===== config.mk =====
export PLATFORM = sky130hd
export DESIGN_NAME = imem_loader
export DESIGN_NICKNAME = d
export VERILOG_FILES = /design/src/rtl/imem_loader.sv
export SDC_FILE = /design/constraint.sdc
export NUM_CORES = 1
export LEC_CHECK = 0
export ABC_AREA = 1
export CAP_MARGIN = 20
export CORE_MARGIN = 5
export CORE_UTILIZATION = 43
export DETAILED_ROUTE_END_ITERATION = 8
export PLACE_DENSITY = 0.75
export SLEW_MARGIN = 20
export SYNTH_ARGS = -nofsm -noshare
export SYNTH_HDL_FRONTEND = slang
export SYNTH_SLANG_ARGS = --single-unit

===== constraint.sdc =====
create_clock -name clk -period 2 [get_ports clk]
set_input_delay 0.3 -clock clk [delete_from_list [all_inputs] [get_ports clk]]
set_output_delay 0.3 -clock clk [all_outputs]
set_load 0.05 [all_outputs]

===== src/rtl/imem_loader.sv =====
// imem_loader: byte-stream program loader for the instruction memory.
// Optional trailing checksum check enabled by IMEM_LOADER_CHECKSUM_EN.
module imem_loader #(
    parameter logic [31:0] BASE_ADDR = 32'h0000_0000,
    parameter int unsigned MAX_WORDS = 1024
) (
    input  logic        clk,
    input  logic        reset,
    input  logic        start,
    input  logic        rx_valid,
    input  logic [7:0]  rx_data,
    output logic        rx_ready,
    output logic        mem_we,
    output logic [31:0] mem_addr,
    output logic [31:0] mem_wdata,
    output logic        busy,
    output logic        done,
    output logic        error
);

    localparam logic [31:0] MAX_W = 32'(MAX_WORDS);

    typedef enum logic [1:0] {
        S_IDLE,
        S_LEN,
        S_DATA,
        S_CSUM
    } state_t;

    state_t      state_q, state_d;
    logic [1:0]  cnt_q, cnt_d;
    logic [23:0] shreg_q, shreg_d;
    logic [31:0] len_q, len_d;
    logic [31:0] idx_q, idx_d;
    logic        we_q, we_d;
    logic [31:0] addr_q, addr_d;
    logic [31:0] wdata_q, wdata_d;
    logic        done_q, done_d;
    logic        err_q, err_d;
`ifdef IMEM_LOADER_CHECKSUM_EN
    logic [31:0] csum_q, csum_d;
`endif

    logic        xfer;
    logic        last;
    logic [31:0] word;

    assign rx_ready  = (state_q != S_IDLE);
    assign busy      = (state_q != S_IDLE);
    assign mem_we    = we_q;
    assign mem_addr  = addr_q;
    assign mem_wdata = wdata_q;
    assign done      = done_q;
    assign error     = err_q;

    assign xfer = rx_valid & rx_ready;
    assign last = (cnt_q == 2'd3);
    assign word = {rx_data, shreg_q};

    // Next-state: byte assembly, field completion and write issue
    always_comb begin
        state_d = state_q;
        cnt_d   = cnt_q;
        shreg_d = shreg_q;
        len_d   = len_q;
        idx_d   = idx_q;
        we_d    = 1'b0;
        addr_d  = addr_q;
        wdata_d = wdata_q;
        done_d  = 1'b0;
        err_d   = err_q;
`ifdef IMEM_LOADER_CHECKSUM_EN
        csum_d  = csum_q;
`endif
        if (xfer) begin
            shreg_d = word[31:8];
            cnt_d   = cnt_q + 2'd1;
        end
        unique case (state_q)
            S_IDLE: begin
                if (start) begin
                    state_d = S_LEN;
                    err_d   = 1'b0;
                    cnt_d   = 2'd0;
                    idx_d   = 32'd0;
`ifdef IMEM_LOADER_CHECKSUM_EN
                    csum_d  = 32'd0;
`endif
                end
            end
            S_LEN: begin
                if (xfer && last) begin
                    if (word > MAX_W) begin
                        state_d = S_IDLE;
                        err_d   = 1'b1;
                    end else if (word == 32'd0) begin
`ifdef IMEM_LOADER_CHECKSUM_EN
                        state_d = S_CSUM;
`else
                        state_d = S_IDLE;
                        done_d  = 1'b1;
`endif
                    end else begin
                        state_d = S_DATA;
                        len_d   = word;
                    end
                end
            end
            S_DATA: begin
                if (xfer && last) begin
                    we_d    = 1'b1;
                    addr_d  = BASE_ADDR + {idx_q[29:0], 2'b00};
                    wdata_d = word;
                    idx_d   = idx_q + 32'd1;
`ifdef IMEM_LOADER_CHECKSUM_EN
                    csum_d  = csum_q + word;
`endif
                    if (idx_q == len_q - 32'd1) begin
`ifdef IMEM_LOADER_CHECKSUM_EN
                        state_d = S_CSUM;
`else
                        state_d = S_IDLE;
                        done_d  = 1'b1;
`endif
                    end
                end
            end
`ifdef IMEM_LOADER_CHECKSUM_EN
            S_CSUM: begin
                if (xfer && last) begin
                    state_d = S_IDLE;
                    done_d  = 1'b1;
                    if (word != csum_q) begin
                        err_d = 1'b1;
                    end
                end
            end
`endif
            default: begin
                state_d = S_IDLE;
            end
        endcase
    end

    // State and output registers; reset discards any partial word
    always_ff @(posedge clk or negedge reset) begin
        if (!reset) begin
            state_q <= S_IDLE;
            cnt_q   <= 2'd0;
            shreg_q <= 24'd0;
            len_q   <= 32'd0;
            idx_q   <= 32'd0;
            we_q    <= 1'b0;
            addr_q  <= 32'd0;
            wdata_q <= 32'd0;
            done_q  <= 1'b0;
            err_q   <= 1'b0;
`ifdef IMEM_LOADER_CHECKSUM_EN
            csum_q  <= 32'd0;
`endif
        end else begin
            state_q <= state_d;
            cnt_q   <= cnt_d;
            shreg_q <= shreg_d;
            len_q   <= len_d;
            idx_q   <= idx_d;
            we_q    <= we_d;
            addr_q  <= addr_d;
            wdata_q <= wdata_d;
            done_q  <= done_d;
            err_q   <= err_d;
`ifdef IMEM_LOADER_CHECKSUM_EN
            csum_q  <= csum_d;
`endif
        end
    end

endmodule


* Word-level counts from Yosys, hierarchy flattened *
Cells that the tools add are included.

word-level totals
  memories kept = 0
  bits in writable memories = 0
  input port bits = 12
  register bits = 157
  bits in read-only memories = 0
  bits in latches = 0
  logic and storage cells = 62
  output and inout bits = 69

operators by class
  reductions and logical operators = 11
  div/mod/pow operators = 0
  eq/ne operators = 9
  multiply operators = 0
  magnitude comparators = 1
  shift operators = 0
  multiplexer cells = 25
  add/subtract/negate cells = 3
  bitwise gates (word level) = 3

operators by type and width
  kind                                                  number
  two-way mux 32 bit                                    2
  case mux 32 bit (2 select lines)                      1
  adder 32 x 1 -> 32 bit, second input constant         1
  == test 32 bit                                        1
  > comparator 32 x 11 -> 1 bit, second input constant  1
  logical NOT 32 bit                                    1
  subtractor 32 x 1 -> 32 bit, second input constant    1
  two-way mux 2 bit                                     9
  AND reduction 4 bit                                   3
  two-way mux 1 bit                                     10
  != test 2 bit, second input constant                  5
  case mux 2 bit (3 select lines)                       1
  nonzero test 2 bit                                    3
  == test 2 bit, second input constant                  2
  case mux 1 bit (2 select lines)                       2
  AND reduction 3 bit                                   1
  adder 2 x 1 -> 2 bit, second input constant           1
  == test 2 x 1 -> 1 bit, second input constant         1
  logical NOT 2 bit                                     1
  inverter 1 bit                                        2
  AND reduction 2 bit                                   1
  AND 1 bit                                             1
  logical AND 1 bit                                     1

* Longest topological paths before layout *
Gate-level depths: netlist (run 1).

  depth after elaboration = 5
  depth in mapped cells = 17
  gate-level depth less buffers = 17

* Worst setup path before layout (run 1) *
No wires, ideal clock.

  path type = reg-to-reg
  from = reg state_q[0]
  to = reg idx_q[20]
  arrival = 1974 ps
  data required time = 1883 ps
  setup time = 117 ps
  period minus slack after synthesis = 2091 ps
  slack = -91 ps
  cell stages (with the launch flop) = 17
  path buffers = 0
  path through = dfrtp_1 -> inv_1 -> ha_1 -> nor2_4 -> nand2_2 -> nand2_1 -> nand2_4 -> nor3_4 -> nand2_2 -> nor2_4 -> nand2_2 -> nor2_4 -> nand3_2 -> nor2_1 -> nand2_1 -> nand2_1 -> nor2_1

on the way
  word-level cells in the longest chain between the ends = 5
  elaborated cells on any way between the ends = 10
  classes of those cells = eq/ne: 3; mux: 1; bitwise: 1; reduce/logical: 5

ends and longest elaborated chain
  what                                  RTL line  text
  start, declared                       30        state_t state_q, state_d;
  start signal, assigned                162       state_q <= state_d;
  nonzero test 2 bit                    48        assign rx_ready = (state_q != S_IDLE);
  AND 1 bit                             56        assign xfer = rx_valid & rx_ready;
  logical AND 1 bit                     110       if (xfer && last) begin
  != test 2 bit (no source line)        --
  AND reduction 3 bit (no source line)  --
  end signal, assigned                  166       idx_q <= idx_d;
  end, declared                         34        logic [31:0] idx_q, idx_d;

Parallel ways exist; a longest one is shown, timed or not.
A chain may end at the register's enable or synchronous reset.

* Worst setup path in the final report (run 1) *
  from = reg len_q[2]
  to = reg state_q[1]

on the way
  word-level cells in the longest chain between the ends = 4

ends and longest elaborated chain
  what                                  RTL line  text
  start, declared                       33        logic [31:0] len_q, len_d;
  start signal, assigned                165       len_q <= len_d;
  subtractor 32 x 1 -> 32 bit           118       if (idx_q == len_q - 32'd1) begin
  == test 32 bit                        118
  != test 2 bit (no source line)        --
  AND reduction 4 bit (no source line)  --

No other way between the ends.

==> impl_metrics.yaml, run 1 <==
status:
  status: "complete, but fails checks"
  violations: "negative setup slack"
synthesis:
  syn_area_per_cell_um2: 7.679
  syn_inst: 1033
  synth_cell_type_count: 39
  synth-seq-cells: 157
  synthMostInstantiatedCell: "nand2_1"
  synth_enable_flop_cells: 0
  synth_flop_cell: "dfrtp_1"
  synth_top_area_cell: "dfrtp_1"
  ys_async_sr_fraction_pct: 100.0
  yosysWarningCount: 0
  synth_seq_area_share_pct: 49.53
  synth_area_um2: 7933
  synth.area.top_cells: "dfrtp_1, nand2_1, inv_1"
  synth.cells.most_frequent: "nand2_1, dfrtp_1, inv_1, o21ai_0, nor2_1"
  post-synth-top-area-fraction_pct: 49.53
sta:
  fmax_mhz: 453.6
  skew_ps: 8.614
  worstMarginPinSlew_ps: 561.5
  min_period_ps: 2205
  worst_slack_ps: -204.7
  rsz0062_at_grt: "yes"
  slew-limit-headroom_pct: 62.52
  slew_violations: 0
  hold_viol: 0
  finalSetupTns_ps: -725.0
  holdWs_ps: 411.8
  setup_violations: 9
  period_share_pct: 110.2
grt:
  antenna_found_initial: 0
  grt_pass1_wl_um: 36530
  grt_max_degree: 81
  grt_use_met2_pct: 36.80
  grt_remaining_overflow: 0
  top_usage_layer: "met2"
  grt_use_total_pct: 21.05
  gr-usage-met3_pct: 4.921
  grt_use_met1_pct: 25.72
  grt_pass1_vias: 7296
worst_setup_path:
  r2r_start: "len_q[2]"
  path_max_fanout: 6
  r2r_end: "state_q[1]"
  startpoint_type: "register"
  worstSetupPathType: "register to register"
  crit_required_ps: 2320
  worstPathCellList: "nor2_1 -> nand2_2 -> nor2_4 -> nand2_2 -> o21ai_1 -> nand2_1 -> nor2_1 -> nand2_1 -> nor2_2 -> nand3_2 -> nand2_2 -> nand2_2 -> nand2_1 -> nand2_1"
  cp-end-kind: "register"
  crit_path_max_incr_delay_ps: 420
  cpMaxStageDelayCell: "dfrtp_1"
  rrSetupSlack_ps: -200
  r2r_cells: 14
  crit_arrival_ps: 2520
power:
  leakagePower_nw: 5.400
  pwr_density_cell_nw_per_um2: 777.3
  total_power_mw: 8.326
  ir_worst_vdd_mv: 0.7488
clock_tree:
  cts-root-buf: "clkbuf_16"
  clockBufferDepth: 2
  cts.htree.levels: 4
  clkLatencyLatePin_ps: 430
  clock_sinks: 157
  cts_buffers: 17
  cts_tree: "yes"
  path_clk_slew_ps: 70
place:
  place_hpwl_um: 16140
  pre_cts_ws_ps: -301.4
  place_congestion: 0.9585
  dpl_cell_area_um2: 9766
  portBuffers: 78
  dpl.cell_count: 1420
drt:
  wire_per_inst_um: 15.01
  drtIter0Drc: 557
  routed_wl_um: 22000
  vias: 7379
  ant_nets: 0
  drc: 0
  vias_per_cell: 5.033
  firstDrtPassIters: 5
layout:
  diodes: 0
  drive_above_1_share_pct: 19.24
  finish.utilization_pct: 59.23
  multiInputGateArea_um2: 3548
  fillers: 1511
  fin_area_um2: 10710
  fin_cells: 1466
  synthToLayoutAreaGrowth_pct: 35.03
  finalNetCount: 1242
  seq_area_um2: 3938
run:
  drv_cap: 0
floorplan:
  rows: 49
  die_w_um: 145.8
  core-area_um2: 18090
  die_h_um: 145.8
  dieArea_um2: 21260
  ioPinCount: 81
  start_util_pct: 43.86
worst_hold_path:
  hold_class: "primary input to async pin"
[critical path: cells and delay by family, from the launching register on]
family,cells,cell delay [ps]
simple gates,13,1500
flops,1,420
compound gates,1,170
[cell families (layout without fill, tap and decap cells)]
logic type      after synthesis  in the layout  share of synthesized area, %
compound gates              156            156                         10.32
xor+xnor                     34             34                         3.754
fa+ha+maj                     6              6                        0.9463
buf+inv                     180            383                         8.691
flops                       157            157                         49.53
other cells                   1              2                       0.04727
simple gates                499            499                         26.72
[worst max path at each step]
stage	start	endpoint	slack [ps]	depth (start not counted)
2_1_floorplan	state_q[0]	idx_q[20]	-30	16
3_3_place_gp	rx_valid	idx_q[12]	-160	14
3_5_place_dp	len_q[0]	state_q[1]	-300	17
4_1_cts	len_q[6]	state_q[1]	-90	15
5_1_grt	len_q[2]	state_q[1]	-350	14
6_report	len_q[2]	state_q[1]	-200	14
[final cells by class]
class / count / share of cell area [%]
timing repair buffer: 200 / 16.65
tap: 229 / 2.675
inverter: 151 / 5.315
sequential: 157 / 36.76
clock buffer: 17 / 3.972
multi-input combinational: 697 / 33.13
clock inverter: 15 / 1.507
[routing by layer]
metal	vias up	part of all wire [%]	wire, um
met5	-	0	0
met4	0	2.6	567
met3	49	5.8	1277
met2	236	50	11080
met1	3441	41	9072
li1	3653	-	-
[cell usage in the layout, fill, tap and decap left out, types with 3 or more instances in the layout]
master	count
clkdlybuf4s50_1	74
nor3_2	5
clkinv_1	3
o21ai_0	100
inv_6	4
o21bai_1	3
nor2_2	23
xor2_1	24
nor4_2	3
o31ai_1	3
buf_4	114
nand4_1	20
clkbuf_16	17
clkinvlp_4	3
ha_1	4
o21ai_1	20
nand3_2	6
nor3_1	18
xnor2_1	10
inv_2	4
dfrtp_2	7
buf_12	6
nor2_1	74
buf_6	5
inv_1	142
nor2_4	10
nand3_1	30
a211oi_1	5
dfrtp_1	150
a21oi_1	21
nand2_1	283
nand3b_1	4
nand2_2	14
clkinv_2	5
[timing repair]
action                                 in CTS  in global routing
gates resized for setup                    43                 34
endpoints found under the hold margin      49                  0
pin swaps                                  17                 14
setup endpoints to repair                   9                 92
hold buffers                                1                  0
buffers inserted                            8                  6
[flip-flops by register name, summed over array words and instances, names as in the netlist]
signal,flops
mem_wdata,32
state_q,2
cnt_q,2
idx_q,32
shreg_q,24
done,1
mem_addr,30
error,1
mem_we,1
len_q,32
[where the power goes]
group          internal (mW)  switching [mW]  leakage, nW
registers               3.44           0.153         2.14
clock network           1.86            1.38        0.282
logic                  0.551           0.939         2.97
Note: power is estimated with default switching activity, not from simulation.
==> run 2: changes to the inputs <==
--- a/config.mk
+++ b/config.mk
@@ -7,7 +7,6 @@
 export LEC_CHECK = 0
 export ABC_AREA = 1
 export CAP_MARGIN = 20
-export CORE_MARGIN = 5
 export CORE_UTILIZATION = 43
 export DETAILED_ROUTE_END_ITERATION = 8
 export PLACE_DENSITY = 0.75
==> run 2 against run 1 <==
The flow still finishes with violations (negative setup slack). Setup slack improved by 29 ps. Sequential cell count stayed put. Clock skew grew 10 ps. First-iteration DRC count increased by 21%. Register-to-register slack better by 30 ps. Critical path depth shrank 3. Design area rose by 5.2%. Sequential share of layout area down 1.8 points. Combinational power grew 20%. Wire length rose by 8.4%. Global-route usage up 4.2 points. Utilization is 3.3 points higher. Critical path type unchanged. Highest routed layer unchanged.
==> impl_metrics.yaml, run 2 (synthesis results as in run 1) <==
worst_setup_path:
  r2r_cells: 11
  path_max_fanout: 42
  worstPathCellList: "inv_2 -> ha_4 -> nor2_4 -> nand2_2 -> buf_4 -> buf_4 -> buf_4 -> nor2_1 -> clkinv_2 -> buf_12 -> o21ai_0"
  crit_path_max_incr_delay_ps: 440
  startpoint_type: "register"
  worstSetupPathType: "register to register"
  crit_arrival_ps: 2510
  crit_path_frequent_cell: "buf_4"
  cp-end-kind: "register"
  cpMaxStageDelayCell: "dfrtp_1"
  crit_required_ps: 2330
status:
  status: "complete, but fails checks"
  violations: "negative setup slack"
floorplan:
  dieArea_um2: 19000
  ioPinCount: 81
  die_w_um: 137.8
  start_util_pct: 44.01
  core-area_um2: 18020
  rows: 49
  die_h_um: 137.8
layout:
  final_cell_mix: "nand2_1, dfrtp_1, inv_1"
  layout_commonest_cell: "nand2_1"
  synthToLayoutAreaGrowth_pct: 42.08
  drive_above_1_share_pct: 23.90
  diodes: 0
  finish.utilization_pct: 62.53
  finalNetCount: 1260
  fin_cells: 1484
clock_tree:
  cts_buffers: 17
  clock_sinks: 157
  cts_tree: "yes"
  path_clk_slew_ps: 80
  clockBufferDepth: 2
  cts.htree.levels: 4
  cts-root-buf: "clkbuf_16"
  clkLatencyLatePin_ps: 450
grt:
  grt_use_total_pct: 25.23
  grt_pass1_vias: 7435
  grt_max_degree: 58
  grt_pass1_wl_um: 36250
  antenna_found_initial: 0
  grt_remaining_overflow: 0
run:
  drv_cap: 0
sta:
  slew_violations: 0
  period_share_pct: 108.8
  slew-limit-headroom_pct: 62.33
  finalSetupTns_ps: -3144
  setup_violations: 75
  worst_slack_ps: -176.1
  worstMarginPinSlew_ps: 565.0
  min_period_ps: 2176
  hold_viol: 0
  fmax_mhz: 459.5
  skew_ps: 18.88
  holdWs_ps: 414.4
  rsz0062_at_grt: "yes"
drt:
  drc: 0
  ant_nets: 0
  routed_wl_um: 23840
  vias_per_cell: 5.159
  vias: 7656
  wire_per_inst_um: 16.06
  firstDrtPassIters: 6
  drtIter0Drc: 672
power:
  ir_worst_vdd_mv: 0.7142
  leakagePower_nw: 5.630
  pwr_density_cell_nw_per_um2: 778.4
place:
  portBuffers: 78
  dpl.cell_count: 1419
  pre_cts_ws_ps: -281.8
  place_congestion: 0.9180
  place_hpwl_um: 15720
worst_hold_path:
  hold_class: "primary input to async pin"
-- run 2: cell count changes in the layout (fill, tap and decap cells not counted), sizes merged --
cell and change:
inv +2, clkinv +1, bufinv -2, clkinvlp -1, clkbuf +2, dlygate4sd2 +1
buf +15
-- run 2: repair_timing --
action                                  CTS  global route
buffers inserted                         21            11
endpoints found under the setup margin   18           140
pin swaps                                27            35
hold endpoints to repair                 52             0
gates resized for setup                  74            95
gates cloned                              0             3
hold buffers                              1             0
-- run 2: where the power goes --
part           leakage [nW]  internal [mW]  switching [mW]
registers              2.14           3.44           0.163
clock network         0.301           1.73            1.66
logic                  3.19          0.726            1.06
total                  5.63           5.89            2.88
-- run 2: worst paths after layout --
kind                            start             to  slack, ps
max reg2reg                state_q[1]  mem_wdata[10]       -180
min in group clk           rx_data[4]    shreg_q[20]        440
min                             reset   mem_addr[11]        410
min reg2reg                shreg_q[9]     shreg_q[1]        480
max                        state_q[1]  mem_wdata[10]       -180
max in group asynchronous       reset  mem_wdata[17]        960
-- run 2: cell type report --
cell class	count	area, um2
Fill cell	1470	6754
Sequential cell	157	3939
Clock buffer	17	425.4
Inverter	151	585.6
Tap cell	229	286.5
Clock inverter	15	210.2
Timing Repair Buffer	218	2046
Multi-Input combinational cell	697	3779
-- run 2: worst max-delay path: cells and delay by family (launching register included) --
kind	cells	cell delay, ps
buffers and inverters	6	850
DFF	1	440
and+or+nand+nor	3	300
AOI/OAI and AO/OA	1	290
adders and majority gates	1	180
-- run 2: layer usage --
layer  vias to the layer above  routed length, um  GRT usage [%]
li1                       3680                  -              -
met1                      3676               9190          29.70
met2                       227              12440          43.58
met3                        73               1284          6.071
met4                         0                927          11.11
met5                         -                  0              0
-- run 2: stage by stage --
step / cell area (um2) / total power [mW]
4_1_cts: 10840 / 8.560
2_1_floorplan: 7939 / 4.410
5_1_grt: 11270 / 9.106
6_report: 11270 / 8.774
3_5_place_dp: 9786 / 5.057
3_3_place_gp: 9786 / 5.020
